File: config.mk
export PLATFORM = sky130hd
export DESIGN_NAME = bus_grant_arbiter_flat
export DESIGN_NICKNAME = d
export VERILOG_FILES = /design/src/rtl/bus_grant_arbiter_pkg.sv /design/src/rtl/bus_grant_arbiter_if.sv /design/src/rtl/bus_grant_arbiter_rr_mask_encoder.sv /design/src/rtl/bus_grant_arbiter.sv /design/src/flat_wrapper.sv
export SDC_FILE = /design/constraint.sdc
export NUM_CORES = 1
export LEC_CHECK = 0
export BUFFER_PORTS_ARGS = -buffer_cell sky130_fd_sc_hd__buf_2
export CAP_MARGIN = 30
export CELL_PAD_IN_SITES_DETAIL_PLACEMENT = 1
export CELL_PAD_IN_SITES_GLOBAL_PLACEMENT = 2
export CORE_MARGIN = 1.5
export CORE_UTILIZATION = 36
export DETAILED_ROUTE_END_ITERATION = 6
export GPL_TIMING_DRIVEN = 0
export PLACE_DENSITY = 0.87
export RECOVER_POWER = 100
export SLEW_MARGIN = 5
export SYNTH_ARGS = -nofsm -noshare
export SYNTH_HDL_FRONTEND = slang
export SYNTH_HIERARCHICAL = 1
export SYNTH_SLANG_ARGS = --single-unit
File: constraint.sdc
create_clock -name clock -period 7.87 [get_ports clock]
set_input_delay 1.574 -clock clock [delete_from_list [all_inputs] [get_ports clock]]
set_output_delay 1.574 -clock clock [all_outputs]
set_load 0.02 [all_outputs]
File: src/rtl/bus_grant_arbiter_pkg.sv
`default_nettype none
// ============================================================================
//  Module   : bus_arb_pkg
//  Brief    : Shared constants, FSM state type and one-hot helper for the
//             32-source bus grant arbiter.
//  Revision : 1.0 - initial release
// ============================================================================
package bus_arb_pkg;

    localparam int N_REQ  = 32;
    localparam int CODE_W = 5;

    typedef enum logic [1:0] {
        IDLE = 2'd0,
        OWN  = 2'd1,
        TURN = 2'd2
    } state_t;

    // Expand a binary source index into the matching one-hot grant vector.
    function automatic logic [N_REQ-1:0] onehot(input logic [CODE_W-1:0] code);
        onehot       = '0;
        onehot[code] = 1'b1;
    endfunction

endpackage
`default_nettype wire

File: src/rtl/bus_grant_arbiter_if.sv
`default_nettype none
// ============================================================================
//  Module   : bus_grant_arbiter_if
//  Brief    : Request/grant bundle between the control unit's request lines
//             and the bus multiplexer select. Suffixes are from the
//             arbiter's point of view.
//  Revision : 1.0 - initial release
// ============================================================================
interface bus_grant_arbiter_if;
    import bus_arb_pkg::*;

    logic [N_REQ-1:0]  req_i;
    logic              release_i;
    logic [N_REQ-1:0]  grant_o;
    logic [CODE_W-1:0] grant_code_o;
    logic              bus_busy_o;
    logic              timeout_o;

    // Arbiter side
    modport slave (
        input  req_i, release_i,
        output grant_o, grant_code_o, bus_busy_o, timeout_o
    );

    // Requester / bus-mux side
    modport master (
        output req_i, release_i,
        input  grant_o, grant_code_o, bus_busy_o, timeout_o
    );

endinterface
`default_nettype wire

File: src/rtl/bus_grant_arbiter_rr_mask_encoder.sv
`default_nettype none
// ============================================================================
//  Module   : rr_mask_encoder
//  Brief    : Combinational winner selection. Highest set index wins; with
//             rotation enabled only indices below the last owner are tried
//             first, falling back to the full request set (wrap 0 -> 31).
//  Revision : 1.0 - initial release
// ============================================================================
module rr_mask_encoder
    import bus_arb_pkg::*;
(
    input  logic [N_REQ-1:0]  req_i,
    input  logic [CODE_W-1:0] last_owner_i,
    input  logic              rr_en_i,
    output logic [CODE_W-1:0] winner_o,
    output logic              any_o
);

    logic [N_REQ-1:0] w_mask;
    logic [N_REQ-1:0] w_masked;

    // Index of the highest set bit; zero for an empty vector (never used).
    function automatic logic [CODE_W-1:0] hi_index(input logic [N_REQ-1:0] v);
        hi_index = '0;
        for (int i = 0; i < N_REQ; i++) begin
            if (v[i]) hi_index = CODE_W'(i);
        end
    endfunction

    // Indices strictly below the last owner; empty when last owner is 0.
    assign w_mask   = (N_REQ'(1) << last_owner_i) - N_REQ'(1);
    assign w_masked = req_i & w_mask;
    assign any_o    = |req_i;

    // Prefer the rotated window, fall back to plain highest-index priority.
    always_comb begin
        winner_o = hi_index(req_i);
        if (rr_en_i && (|w_masked)) winner_o = hi_index(w_masked);
    end

endmodule
`default_nettype wire

File: src/rtl/bus_grant_arbiter.sv
`default_nettype none
// ============================================================================
//  Module   : bus_grant_arbiter
//  Brief    : Grants the internal bus to one of 32 requesters. One-hot grant
//             plus binary select code, round-robin or fixed priority, a
//             bounded hold time and a one-cycle turnaround between owners.
//  Revision : 1.0 - initial release
// ============================================================================
module bus_grant_arbiter
    import bus_arb_pkg::*;
#(
    parameter int MAX_HOLD = 16,
    parameter bit RR_EN    = 1'b1
) (
    input  logic                  clock,
    input  logic                  clear,
    bus_grant_arbiter_if.slave    bus
);

    localparam logic [CODE_W-1:0] HOLD_LIMIT = CODE_W'(MAX_HOLD);
    localparam bit                HOLD_EN    = (MAX_HOLD != 0);

    state_t            state_q;
    logic [N_REQ-1:0]  grant_q;
    logic [CODE_W-1:0] code_q;
    logic              busy_q;
    logic              timeout_q;
    logic [CODE_W-1:0] last_owner_q;
    logic [CODE_W-1:0] hold_cnt_q;

    logic [CODE_W-1:0] w_winner;
    logic              w_any;
    logic              w_release;
    logic              w_withdraw;
    logic              w_expire;

    rr_mask_encoder u_enc (
        .req_i        (bus.req_i),
        .last_owner_i (last_owner_q),
        .rr_en_i      (RR_EN),
        .winner_o     (w_winner),
        .any_o        (w_any)
    );

    assign w_release  = bus.release_i;
    assign w_withdraw = ~bus.req_i[last_owner_q];
    assign w_expire   = HOLD_EN && (hold_cnt_q == HOLD_LIMIT);

    // Ownership FSM with registered grant, code, busy and timeout outputs.
    always_ff @(posedge clock) begin
        if (clear) begin
            state_q      <= IDLE;
            grant_q      <= '0;
            code_q       <= '0;
            busy_q       <= 1'b0;
            timeout_q    <= 1'b0;
            last_owner_q <= '0;
            hold_cnt_q   <= '0;
        end else begin
            timeout_q <= 1'b0;
            case (state_q)
                IDLE: begin
                    if (w_any) begin
                        state_q      <= OWN;
                        grant_q      <= onehot(w_winner);
                        code_q       <= w_winner;
                        busy_q       <= 1'b1;
                        last_owner_q <= w_winner;
                        hold_cnt_q   <= CODE_W'(1);
                    end
                end
                OWN: begin
                    if (hold_cnt_q != '1) hold_cnt_q <= hold_cnt_q + CODE_W'(1);
                    if (w_release || w_withdraw || w_expire) begin
                        state_q   <= TURN;
                        grant_q   <= '0;
                        code_q    <= '0;
                        busy_q    <= 1'b0;
                        // Only a pure timer expiry is reported as a revocation.
                        timeout_q <= w_expire && !w_release && !w_withdraw;
                    end
                end
                TURN: begin
                    state_q <= IDLE;
                end
                default: begin
                    state_q <= IDLE;
                end
            endcase
        end
    end

    assign bus.grant_o      = grant_q;
    assign bus.grant_code_o = code_q;
    assign bus.bus_busy_o   = busy_q;
    assign bus.timeout_o    = timeout_q;

endmodule
`default_nettype wire
File: src/flat_wrapper.sv
// flat-port wrapper written by rule: the top's interface ports become plain ports
module bus_grant_arbiter_flat import bus_arb_pkg::*;
#(
    parameter int MAX_HOLD = 16,
    parameter bit RR_EN    = 1'b1
)
  (clock, clear, bus_req_i, bus_release_i, bus_grant_o, bus_grant_code_o, bus_bus_busy_o, bus_timeout_o);
  bus_grant_arbiter_if bus_i ();
  input  logic clock;
  input  logic clear;
  input wire logic [$bits(bus_i.req_i)-1:0] bus_req_i;
  input wire logic [$bits(bus_i.release_i)-1:0] bus_release_i;
  output wire logic [$bits(bus_i.grant_o)-1:0] bus_grant_o;
  output wire logic [$bits(bus_i.grant_code_o)-1:0] bus_grant_code_o;
  output wire logic [$bits(bus_i.bus_busy_o)-1:0] bus_bus_busy_o;
  output wire logic [$bits(bus_i.timeout_o)-1:0] bus_timeout_o;
  assign bus_i.req_i = bus_req_i;
  assign bus_i.release_i = bus_release_i;
  assign bus_grant_o = bus_i.grant_o;
  assign bus_grant_code_o = bus_i.grant_code_o;
  assign bus_bus_busy_o = bus_i.bus_busy_o;
  assign bus_timeout_o = bus_i.timeout_o;
  bus_grant_arbiter #(.MAX_HOLD(MAX_HOLD), .RR_EN(RR_EN)) u_core (.clock(clock), .clear(clear), .bus(bus_i));
endmodule
* Word level (Yosys, flattened, before mapping)
Index checks and enable logic that the tools add are counted.
Widths: inputs -> output; s select.
** Word-level totals
- Bits in registers :: 51
- Logic and storage cells :: 120
** Operators by class
- Add/subtract/negate cells :: 2
- Order comparisons :: 3
- Equality and inequality tests :: 6
- Shift-type cells :: 1
- Multiplexer cells :: 82
- Bitwise operators :: 4
- Reductions and logical operators :: 15
** Operators with widths (count)
- $mux 5 :: 65
- $mux 32 :: 2
- $pmux 32 s2 :: 1
- $reduce_or 32->1 :: 2
- $and 32x32->32 :: 1
- $shl 1x5->32 const A :: 1
- $sub 32x2->32 const B :: 1
- $pmux 5 s2 :: 2
- $lt 5x6->1 const B :: 2
- $mux 1 :: 6
- $reduce_and 3->1 :: 2
- $add 5x1->5 const B :: 1
- $bmux 1 s5 :: 1
- $demux 1 s5 :: 1
- $eq 5x5->1 const B :: 1
- $ge 5x1->1 const B :: 1
- $ne 5x5->1 const B :: 1
- $mux 2 :: 2
- $ne 2x1->1 const B :: 2
- $pmux 2 s2 :: 1
- $reduce_and 2->1 :: 2
- $logic_and 1x1->1 :: 3
- $not 1->1 :: 3
- $reduce_or 3->1 :: 1
- 7 further kinds :: 8

* Logic depth before layout (Yosys ltp)
Gate-level depths: netlist of the first run.
- Depth in word-level cells :: 41
- Mapped depth :: 20
- Mapped depth without buffers :: 14

* Cells and area by module
The synthesis of the first run kept the hierarchy.
** Modules (own cells, without submodules)
- bus_grant_arbiter :: times used 1, cells an instance 274, area an instance 2522.4 um^2, seq. area each 1021.0 um^2
- rr_mask_encoder :: times used 1, cells an instance 249, area an instance 1640.3 um^2, seq. area each 0.0 um^2

* Least setup slack after synthesis of the first run
OpenSTA, ideal clock, no wires.
- Path type :: input to register
- Start :: in bus_req_i[16]
- End :: reg u_core.grant_q[0], in the netlist u_core/bus.grant_o[0]
- Arrival time :: 4.039 ns
- Data required time :: 7.803 ns
- Path slack :: 3.764 ns
- Cell stages on the path :: 9
- Cell sequence :: or4_1 > nor4b_1 > nand3_1 > or4_1 > nor3b_1 > nor2_1 > a31oi_4 > buf_6 > o21ai_2
** Between the ends
- Elaborated cells on any way between the ends :: 51
- Classes of those cells :: 2 x order compare; 2 x eq/ne; 39 x mux; 2 x bitwise; 6 x reduce/logical
** RTL lines
- from (decl) :: line flat_wrapper.sv:11 : input wire logic [$bits(bus_i.req_i)-1:0] bus_req_i;
- $reduce_or 32->1 :: line bus_grant_arbiter_rr_mask_encoder.sv:33 : assign any_o = |req_i;
- via u_core.w_any :: line bus_grant_arbiter.sv:32 : logic w_any;
- $ne 2x2->1 (no source line)
- $reduce_and 3->1 (no source line)
- to (signal assigned) :: line bus_grant_arbiter.sv:65 : grant_q <= onehot(w_winner);
- to (decl) :: line bus_grant_arbiter.sv:24 : logic [N_REQ-1:0] grant_q;
The timed path passes the listed nets, and every way through them passes these cells. The select of a mux whose other input is x is not followed.
A chain may end at the register's enable or synchronous reset.

* Worst setup path after layout of the first run
- Start :: reg u_core.last_owner_q[0]
- End :: reg u_core.grant_q[25], in the netlist u_core/bus.grant_o[25]
** Between the ends
- Cells in the longest elaborated chain, start to end :: 41
- Elaborated cells on any way between the ends :: 50
- Classes of those cells :: 1 x add/sub; 2 x order compare; 1 x eq/ne; 1 x shift; 38 x mux; 2 x bitwise; 5 x reduce/logical
** RTL lines
- from (decl) :: line bus_grant_arbiter.sv:28 : logic [CODE_W-1:0] last_owner_q;
- from (signal assigned) :: line bus_grant_arbiter.sv:68 : last_owner_q <= w_winner;
- $shl 1x5->32 * :: line bus_grant_arbiter_rr_mask_encoder.sv:31 : assign w_mask = (N_REQ'(1) << last_owner_i) - N_REQ'(1);
- $sub 32x2->32 * :: line bus_grant_arbiter_rr_mask_encoder.sv:31
- $and 32x32->32 * :: line bus_grant_arbiter_rr_mask_encoder.sv:32 : assign w_masked = req_i & w_mask;
- $mux 1 :: line bus_grant_arbiter_rr_mask_encoder.sv:26 : if (v[i]) hi_index = CODE_W'(i);
- $mux 5 (30 in series) :: line bus_grant_arbiter_rr_mask_encoder.sv:26
- $mux 5 * :: line bus_grant_arbiter_rr_mask_encoder.sv:38 : if (rr_en_i && (|w_masked)) winner_o = hi_index(w_masked);
- via u_core.w_winner[0] :: line bus_grant_arbiter.sv:31 : logic [CODE_W-1:0] w_winner;
- $lt 5x6->1 (not written as such) or $ge 5x1->1 (tied branches) :: line bus_grant_arbiter_pkg.sv:22 : onehot[code] = 1'b1;
- $logic_and 1x1->1 (not written as such) :: line bus_grant_arbiter_pkg.sv:22
- $mux 1 (not written as such) :: line bus_grant_arbiter_pkg.sv:22
- $demux 1 s5 *
- $mux 32 * :: line bus_grant_arbiter.sv:63 : if (w_any) begin
- $pmux 32 s2 * :: line bus_grant_arbiter.sv:61 : case (state_q)
The timed path passes the listed nets; every way through them passes the cells marked *. The select of a mux whose other input is x is not followed.

==> metrics.txt, run 1 <==
crit share post-route 75.7%; DP Wirelength 11000 um; Cells after Synth 523; Leak Pwr 1.78 nW; clk_lat worst skew 0.29 ns; GRT Util Overall 22.5%; pwr dens 392 nW/um^2; clk slew on worst S/H paths 0.07 ns; Final Worst Setup Slack 1.91 ns; Via Count 4339; Slew Limit Fails 0; Crit Path Max Fanout 10; count of hold-fix buffers inserted at cts 0; commonest non-fill, non-tap cell in the layout nand2_1; nets 642; largest net degree at the start of global routing 17; antenna-violating nets left 0; commonest cells after routing, fill and taps aside 69 x nand2_1, 59 x clkbuf_1, 51 x dfxtp_1; DRT Pass-1 Iters 4; Total Neg Setup Slack 0 ns; EDFF count, synth 0; GR Overflow Total 0; H-Tree Depth 2; status finished clean; vias per cell 5.81; first-pass GRT wire length 22600 um; data required time of the worst path 8.09 ns; antenna cells 0; RSZ-0062 raised after global routing false; Critical Path End Type flop; Core Util, Final 41.4%; Syn-to-layout area delta 13.0%; ys flop type dfxtp_1; Critical Setup Path Class flop to flop; residual DRC count 0; nature of the critical path startpoint flop; Post-CTS Resized 0; area of the multi-input gates 2700 um^2; Rel. slew slack 33.2%; IO Pins 74; share of flip-flops with an asynchronous set or reset 0%; YS warnings 6; register area 1020 um^2; maximum VDD drop 0.194 mV; vias in the first global route 4387; clk sinks 51; Hold WC Path Type flop to flop; count of final setup violators 0; number of CTS-inserted buffers 5; cell type with the largest total area after synthesis dfxtp_1; port bufs 72; CP arrival 6.17 ns; DR WL/cell 18.9 um; Die H 111 um; initial antenna violation count 0; initial core utilization 36.6%; Mapped Avg Cell Area 7.96 um^2; max cap viols 0; CTS tree yes; Final Skew 0.00845 ns; final hold slack 0.481 ns; Mapped Area 4160 um^2; worst reg2reg setup slack 1.91 ns; layout cell share with drive strength beyond 1 13.4%; DIE AREA 12200 um^2; top-area cell type share of the netlist area 24.5%; core area 11400 um^2; Seq cells post-synth 51; Post-Syn Nets 562; Total Wirelength 14200 um; GPL Wtd Cong 0.858; maximum clock frequency 0.168 GHz; Die X 111 um; Final Hold Viols 0; # fillers 1479; Least-Margin Pin Slew 0.994 ns; Site Rows 39; CTS root buf clkbuf_16; CTS max path bufs 2; post-synthesis sequential area ratio 24.5%; initial drt markers 175; DP Worst Slack 2.88 ns; Post-CTS Setup Inserts 0; Area contributors post-synth dfxtp_1 25%, o21ai_2 6.5%, nand2_1 6.2%; post-synth cell types 81; clock period minus worst slack 5.96 ns
-- cell families after synthesis --
family                     share of synthesized area, %
and+or+nand+nor                                    29.4
other                                            0.0901
adders and majority gates                          1.20
buffers and inverters                              7.15
xor gates and xnor gates                          0.421
DFF                                                24.5
muxes                                              7.45
AOI/OAI and AO/OA                                  29.8
-- Yosys cell counts (3+ instances only) --
| cell type | number |
|---|---|
| nand2_1 | 69 |
| dfxtp_1 | 51 |
| nor2_1 | 39 |
| nand2b_1 | 38 |
| o21ai_2 | 31 |
| a21oi_1 | 24 |
| mux2i_1 | 19 |
| o21ai_0 | 19 |
| inv_1 | 16 |
| nor3_1 | 14 |
| clkbuf_1 | 13 |
| nor4_1 | 10 |
| and3_1 | 9 |
| nor2b_1 | 9 |
| a311oi_1 | 8 |
| buf_6 | 8 |
| nand3_1 | 7 |
| o21a_1 | 7 |
| buf_2 | 6 |
| o211ai_1 | 6 |
| a31oi_1 | 5 |
| nand3b_1 | 5 |
| nand4_1 | 5 |
| o211a_1 | 5 |
| a211oi_1 | 4 |
| buf_4 | 4 |
| ha_1 | 4 |
| mux4_2 | 4 |
| nor3b_1 | 4 |
| a21boi_0 | 3 |
| a22oi_1 | 3 |
| and2_1 | 3 |
| o2111ai_1 | 3 |
| o311a_1 | 3 |
| o31a_1 | 3 |
| o31ai_1 | 3 |
| or4_1 | 3 |
-- power breakdown --
group	leakage (nW)	switching (W)	total [W]	internal (W)
sequential	0.415	0.0000497	0.000355	0.000305
combinational	1.28	0.000762	0.00121	0.000446
clock	0.0900	0.0000977	0.000280	0.000182
-- metrics by stage --
step,instances,total power [W],area [um^2]
5_1_grt,747,0.00195,4700
4_1_cts,747,0.00190,4900
3_5_place_dp,739,0.00161,4710
2_1_floorplan,523,0.00127,4160
3_3_place_gp,738,0.00158,4700
6_report,747,0.00184,4700
-- metal layers --
layer / global-route usage [%] / part of all wire, % / up-vias
li1: - / - / 2072
met1: 27.8 / 44 / 2144
met2: 40.5 / 50 / 93
met3: 2.36 / 2.8 / 30
met4: 7.61 / 2.8 / 0
met5: 0 / 0 / -
-- critical path, cell delays in order (launching register included) --
cell and delay (ns):
dfxtp_1 0.58, clkbuf_1 0.41, buf_6 0.21, nor2_1 0.08
nand3b_1 0.13, ha_1 0.36, clkbuf_1 0.40, clkbuf_1 0.42
nor3_1 0.10, o21ai_0 0.17, a31oi_1 0.16, nor3_1 0.25
nand2_1 0.15, o31ai_1 0.86, mux2i_1 0.53, nand2_1 0.19
nor2_1 0.62, nand2_1 0.15, o21ai_0 0.10
-- final cells by class --
type	instances	share of cell area, %
inverter	16	1.28
sequential	51	21.7
clock buffer	5	2.66
buffer	34	4.97
multi-input combinational	422	57.5
tap	143	3.80
timing repair buffer	73	6.65
clock inverter	3	1.44
-- final timing paths --
path | start | endpoint | cells past startpoint
worst max-delay path | u_core/last_owner_q[0] | u_core/bus.grant_o[25] | 18
worst min-delay path | u_core/bus.grant_o[8] | u_core/bus.grant_o[8] | 2
worst max register to register | u_core/last_owner_q[0] | u_core/bus.grant_o[25] | 18
worst min register to register | u_core/bus.grant_o[8] | u_core/bus.grant_o[8] | 2
-- state kept, by name (all words and copies together) (netlist names) --
register and flops:
u_core/bus.bus_busy_o 1, u_core/bus.grant_code_o 5, u_core/bus.grant_o 32, u_core/bus.timeout_o 1, u_core/hold_cnt_q 5, u_core/last_owner_q 5, u_core/state_q 2
Note: power is estimated with default switching activity, not from simulation.
==> inputs of run 2 (changes only) <==
CORE_UTILIZATION = 30   (was 36)
PLACE_DENSITY = 0.77   (was 0.87)
clock period = 5.42 ns   (was 7.87 ns; I/O delays follow)
==> run 2 against run 1 <==
Via count about the same. Clock skew decreased by 0.0052 ns. Critical endpoint is now u_core/bus.grant_o[6]. First-iteration DRC count increased by 37%. Cell count increased by 4.4%. Setup slack got worse by 1.5 ns. Global-route usage decreased by 2.0 points. Flip-flop and latch count unchanged. Count of clock-buffer cells in the layout unchanged. Wire length increased by 3.7%. Fmax increased by 20%.
==> metrics.txt, run 2 (same netlist as run 1, synthesis figures left out) <==
Leak Pwr 1.78 nW (-0.33%); crit share post-route 91.8% (+16 points); DP Wirelength 11700 um (+5.7%); nature of the critical path startpoint flop; critical-path cell list buf_2 > buf_6 > nor2_1 > nand3b_1 > ha_1 > buf_2 > buf_2 > nor3_1 > o21ai_0 > a31oi_1 > nor3_1 > nand2_1 > o31ai_4 > mux2i_1 > nand2_1 > nor2_2 > nand2_1 > o21ai_0; DIE AREA 14600 um^2 (+19%); status finished clean; Final Hold Viols 0 (unchanged); Rel. slew slack 42.7% (+9.5 points); max FFs per register 32 (unchanged); GPL Wtd Cong 0.832 (-3.0%); # fillers 1714 (+16%); pwr dens 553 nW/um^2 (+41%); initial drt markers 240 (+37%); CP arrival 5.19 ns (-0.98 ns); antenna cells 0 (unchanged); residual DRC count 0 (unchanged); register area 1020 um^2 (unchanged); max incr delay on CP 0.61 ns (-0.25 ns); Die H 121 um (+9.3%); count of final setup violators 0 (unchanged); largest net degree at the start of global routing 16 (-1); RSZ-0062 raised after global routing false; commonest cells after routing, fill and taps aside 69 x nand2_1, 55 x clkbuf_1, 51 x dfxtp_1; commonest non-fill, non-tap cell in the layout nand2_1; core area 13400 um^2 (+18%); vias per cell 5.56 (-4.3%); Critical Setup Path Class flop to flop; Total Neg Setup Slack 0 ns (unchanged); number of CTS-inserted buffers 5 (unchanged); Core Util, Final 35.3% (-6.1 points); clk sinks 51 (unchanged); initial core utilization 31.1% (-5.5 points); GR Overflow Total 0 (unchanged); CTS root buf clkbuf_16; clock period minus worst slack 4.98 ns (-0.980 ns); Site Rows 42 (+7.7%); Critical Path End Type flop; clk_lat worst skew 0.29 ns (about the same); port bufs 72 (unchanged); Least-Margin Pin Slew 0.858 ns (-0.136 ns); CP top delay family simple AND/OR/NAND/NOR gates; maximum clock frequency 0.201 GHz (+20%); slowest library cell on the worst path dfxtp_1; Total Wirelength 14700 um (+3.7%); H-Tree Depth 2 (unchanged); DR WL/cell 18.8 um (-0.66%); Slew Limit Fails 0 (unchanged); CTS tree yes; Die X 121 um (+9.3%); data required time of the worst path 5.63 ns (-2.46 ns); area of the multi-input gates 2730 um^2 (+0.93%); Crit Path Max Fanout 10 (unchanged); IO Pins 74 (unchanged); worst path buffer plus inverter count 4 (unchanged); antenna-violating nets left 0 (unchanged); GRT Util Overall 20.5% (-2.0 points); layout cell share with drive strength beyond 1 14.7% (+1.3 points); initial antenna violation count 0 (unchanged); max cap viols 0 (unchanged); first-pass GRT wire length 23700 um (+5.0%); Via Count 4335 (-0.092%); DRT Pass-1 Iters 4 (unchanged); maximum VDD drop 0.276 mV (+42%); final hold slack 0.484 ns (+0.00251 ns); Hold WC Path Type flop to flop; Syn-to-layout area delta 13.5%; vias in the first global route 4483 (+2.2%); Final Skew 0.00323 ns (-0.00522 ns); clk slew on worst S/H paths 0.07 ns (about the same); nets 642 (unchanged); CTS max path bufs 2 (unchanged)
## run 2: final cells by class
| class | instances | share of cell area (%) |
|---|---|---|
| Buffer | 34 | 5.03 |
| Clock buffer | 5 | 2.65 |
| Clock inverter | 3 | 0.318 |
| Inverter | 16 | 1.27 |
| Multi-Input combinational cell | 422 | 57.8 |
| Sequential cell | 51 | 21.6 |
| Tap cell | 176 | 4.66 |
| Timing Repair Buffer | 73 | 6.70 |
## run 2: what timing repair did
item                                    CTS  global route
endpoints found under the setup margin    0            17
setup buffers                             0             0
hold buffers                              0             0
resized for setup                         0             4
## run 2: routing by layer
layer	vias to the layer above	GRT usage, %	wire length, um
met5	-	0	0
met4	0	6.40	293
met3	17	2.78	512
met2	90	35.9	7310
met1	2146	26.0	6560
li1	2082	-	-
## run 2: through the flow
step / power [W] / worst slack [ns] / instance area [um^2] / instances
2_1_floorplan: 0.00184 / 1.48 / 4160 / 523
3_3_place_gp: 0.00232 / 0.345 / 4740 / 771
3_5_place_dp: 0.00236 / 0.245 / 4750 / 772
4_1_cts: 0.00267 / 0.230 / 4890 / 780
5_1_grt: 0.00282 / 0.0378 / 4720 / 780
6_report: 0.00261 / 0.442 / 4720 / 780
## run 2: worst paths after layout
path / startpoint / endpoint / slack, ns / cells after the start
max: u_core/last_owner_q[0] / u_core/bus.grant_o[6] / 0.44 / 18
min: u_core/bus.grant_o[7] / u_core/bus.grant_o[7] / 0.48 / 2
max reg2reg: u_core/last_owner_q[0] / u_core/bus.grant_o[6] / 0.44 / 18
min reg2reg: u_core/bus.grant_o[7] / u_core/bus.grant_o[7] / 0.48 / 2
## run 2: power breakdown
group	leakage (nW)	internal [W]	total [W]	switching (W)
Clock	0.0733	0.000169	0.000306	0.000137
Combinational	1.29	0.000663	0.00179	0.00113
Sequential	0.415	0.000443	0.000519	0.0000756
## run 2: worst min-delay path, delay by kind of cell, from the launching register on
kind            cells  cell delay (ns)
compound gates      1             0.06
simple gates        1             0.06
flops               1             0.31
==> inputs of run 3 (changes only) <==
CTS_BUF_LIST = sky130_fd_sc_hd__clkbuf_4 sky130_fd_sc_hd__clkbuf_8   (was default)
PLACE_DENSITY = 0.78   (was 0.77)
SYNTH_HIERARCHICAL = default   (was 1)
==> run 3 against run 2 <==
Area after synthesis is 0.45% lower. Combinational power is 31% higher. Total power is 19% higher. Cell area is 0.82% higher. Cell count is 2.1% higher. Wire length is 20% higher. Non-clock buffer count is 2 higher. Sequential power is 2% lower. Critical path depth is 2 lower. Setup slack worse by 0.28 ns. Global-route usage is 3.4 points higher. Critical path type unchanged. Critical endpoint is now u_core.bus.grant_o[5].
==> metrics.txt, run 3 <==
status finished clean; IO Pins 74 (unchanged); EDFF count, synth 0 (unchanged); Post-DP Area 4710 um^2 (-0.76%); Rel. slew slack 7.12% (-36 points); Psw 0.00180 W (+35%); max FFs per register 32 (unchanged); Hold WC Path Type flop to flop; worst path buffer plus inverter count 5 (+1); Post-Syn Nets 581 (+3.4%); count of hold-fix buffers inserted at cts 0 (unchanged); clock period minus worst slack 5.26 ns (+0.281 ns); layout cell share with drive strength beyond 1 13.9% (-0.86 points); count of final setup violators 0 (unchanged); GRT Util Overall 23.9% (+3.4 points); critical-path cell list buf_2 > buf_2 > nor4_1 > nand2_1 > ha_1 > buf_2 > clkbuf_1 > a21boi_0 > o21ai_0 > and4bb_1 > o21ai_0 > or2_2 > clkbuf_1 > nor2_1 > a32oi_1 > o31ai_1; internal power 0.00132 W (+3.5%); nature of the critical path startpoint flop; Total Neg Setup Slack 0 ns (unchanged); CP arrival 5.48 ns (+0.29 ns); maximum clock frequency 0.190 GHz (-5.3%); crit share post-route 97.0% (+5.2 points); count leader, synth nand2_1; top-area cell type share of the netlist area 24.6% (+0.11 points); Leak Pwr 1.81 nW (+1.9%); CTS tree yes; Critical Path End Type flop; Mapped Avg Cell Area 7.65 um^2 (-3.9%); Finished Layout Cells 796 (+2.1%); clk sinks 51 (unchanged); slowest library cell on the worst path nor2_1; Final Hold Viols 0 (unchanged); port bufs 70 (-2.8%); nets 658 (+2.5%); Seq cells post-synth 51 (unchanged); post-synth cell types 72 (-11%); Syn-to-layout area delta 14.9%; DR WL/cell 22.2 um (+18%); share of total power in sequential cells 16.3% (-3.5 points); Mapped Area 4140 um^2 (-0.45%); cell type with the largest total area after synthesis dfxtp_1; H-Tree Depth 2 (unchanged); GR Overflow Total 0 (unchanged); RSZ-0062 raised after global routing false; first-pass GRT wire length 27100 um (+14%); commonest non-fill, non-tap cell in the layout nand2_1; Critical Setup Path Class flop to flop; DRT Pass-1 Iters 5 (+1); worst reg2reg setup slack 0.16 ns (-0.28 ns); clk slew on worst S/H paths 0.10 ns (+0.03 ns); CP top delay family simple AND/OR/NAND/NOR gates; pwr dens 656 nW/um^2 (+18%); Placed Instances 788 (+2.1%); Die X 121 um (-0.22%); initial core utilization 31.0% (about the same); most used cell, CP buf_2; CTS max path bufs 2 (unchanged); CTS root buf clkbuf_8; clk_lat worst skew 0.31 ns (+0.02 ns); DP Wirelength 13800 um (+19%); initial drt markers 333 (+39%); Slew Limit Fails 0 (unchanged); Die H 121 um (-0.22%); antenna-violating nets left 0 (unchanged); share of flip-flops with an asynchronous set or reset 0% (unchanged); Least-Margin Pin Slew 1.38 ns (+0.521 ns); Clk pwr share 8.7% (-3.0 points); vias in the first global route 4710 (+5.1%); Post-CTS Resized 0 (unchanged); number of CTS-inserted buffers 5 (unchanged); fin area 4760 um^2 (+0.82%); vias per cell 6.08 (+9.4%); max incr delay on CP 0.66 ns (+0.05 ns); residual DRC count 0 (unchanged); max cap viols 0 (unchanged); maximum VDD drop 0.188 mV (-32%); Site Rows 42 (unchanged); Cells after Synth 542 (+3.6%); YS warnings 0 (-6); DIE AREA 14500 um^2 (-0.44%); Crit Path Max Fanout 10 (unchanged); post-synthesis sequential area ratio 24.6% (+0.11 points); GPL Wtd Cong 0.926 (+11%); Post-CTS Setup Inserts 0 (unchanged); combinational power share 75.0% (+6.5 points); Total Wirelength 17600 um (+20%); Area contributors post-synth dfxtp_1 25%, mux4_2 5.4%, nand2_1 5.0%; largest net degree at the start of global routing 17 (+1); commonest cells after routing, fill and taps aside 55 x nand2_1, 54 x clkbuf_1, 51 x dfxtp_1; Final Skew 0.00743 ns (+0.00420 ns); Net Sw Frac 57.8% (+6.5 points); core area 13300 um^2 (-0.39%); data required time of the worst path 5.65 ns (+0.02 ns); Via Count 4840 (+12%); ys flop type dfxtp_1; initial antenna violation count 0 (unchanged); Commonest cells post-synth 55 x nand2_1, 51 x dfxtp_1, 45 x nor2_1; antenna cells 0 (unchanged)
[run 3: power by group through the flow]
| stage | sequential [W] | clock [W] | combinational [W] |
|---|---|---|---|
| finish | 0.000508 | 0.000272 | 0.00234 |
| CTS | 0.000505 | 0.000276 | 0.00235 |
| global placement | 0.000511 | 0 | 0.00232 |
| detailed placement | 0.000513 | 0 | 0.00233 |
| floorplan | 0.000566 | 0 | 0.00153 |
| global route | 0.000517 | 0.000291 | 0.00252 |
[run 3: worst paths after layout]
path                                                  from  depth (start not counted)                    endpoint
worst max-delay path                u_core.last_owner_q[3]                         16       u_core.bus.grant_o[5]
worst min-delay path            u_core.bus.grant_code_o[4]                          2  u_core.bus.grant_code_o[4]
worst max register to register      u_core.last_owner_q[3]                         16       u_core.bus.grant_o[5]
worst min register to register  u_core.bus.grant_code_o[4]                          2  u_core.bus.grant_code_o[4]
[run 3: worst min-delay path, cell delays in order (launching register included)]
cell     delay, ns
dfxtp_1       0.32
nand2_1       0.05
nand2_1       0.04
[run 3: cells by family (layout without fill, tap and decap cells)]
group	after synthesis	count (layout)	share of synthesized area [%]
flops	51	51	24.6
compound gates	190	190	32.2
simple gates	224	224	28.9
fa+ha+maj	4	4	1.21
mux	11	11	5.68
buf+inv	60	138	6.94
xor+xnor	2	2	0.423
[run 3: layer usage]
| metal | GRT usage [%] | up-vias | part of all wire [%] |
|---|---|---|---|
| li1 | - | 2226 | - |
| met1 | 34.5 | 2438 | 48 |
| met2 | 38.7 | 156 | 46 |
| met3 | 2.59 | 20 | 4.8 |
| met4 | 4.41 | 0 | 1.6 |
| met5 | 0 | - | 0 |
[run 3: through the flow]
| step | power, W | util, % | setup slack [ns] | hold slack (ns) |
|---|---|---|---|---|
| 5_1_grt | 0.00332 | 35.7 | 0.0171 | 0.478 |
| 6_report | 0.00312 | 35.7 | 0.161 | 0.454 |
| 4_1_cts | 0.00313 | 36.2 | 0.0161 | 0.458 |
| 3_5_place_dp | 0.00284 | 35.3 | 0.0361 | 0.441 |
| 3_3_place_gp | 0.00283 | 35.3 | 0.0325 | 0.429 |
| 2_1_floorplan | 0.00210 | - | 1.72 | 0.493 |
[run 3: final cells by class]
cell class	count	area (um^2)
buffer	39	191
clock buffer	5	68.8
clock inverter	3	43.8
tap	176	220
sequential	51	1020
fill	1719	8580
inverter	21	78.8
timing repair buffer	70	302
multi-input combinational	431	2840
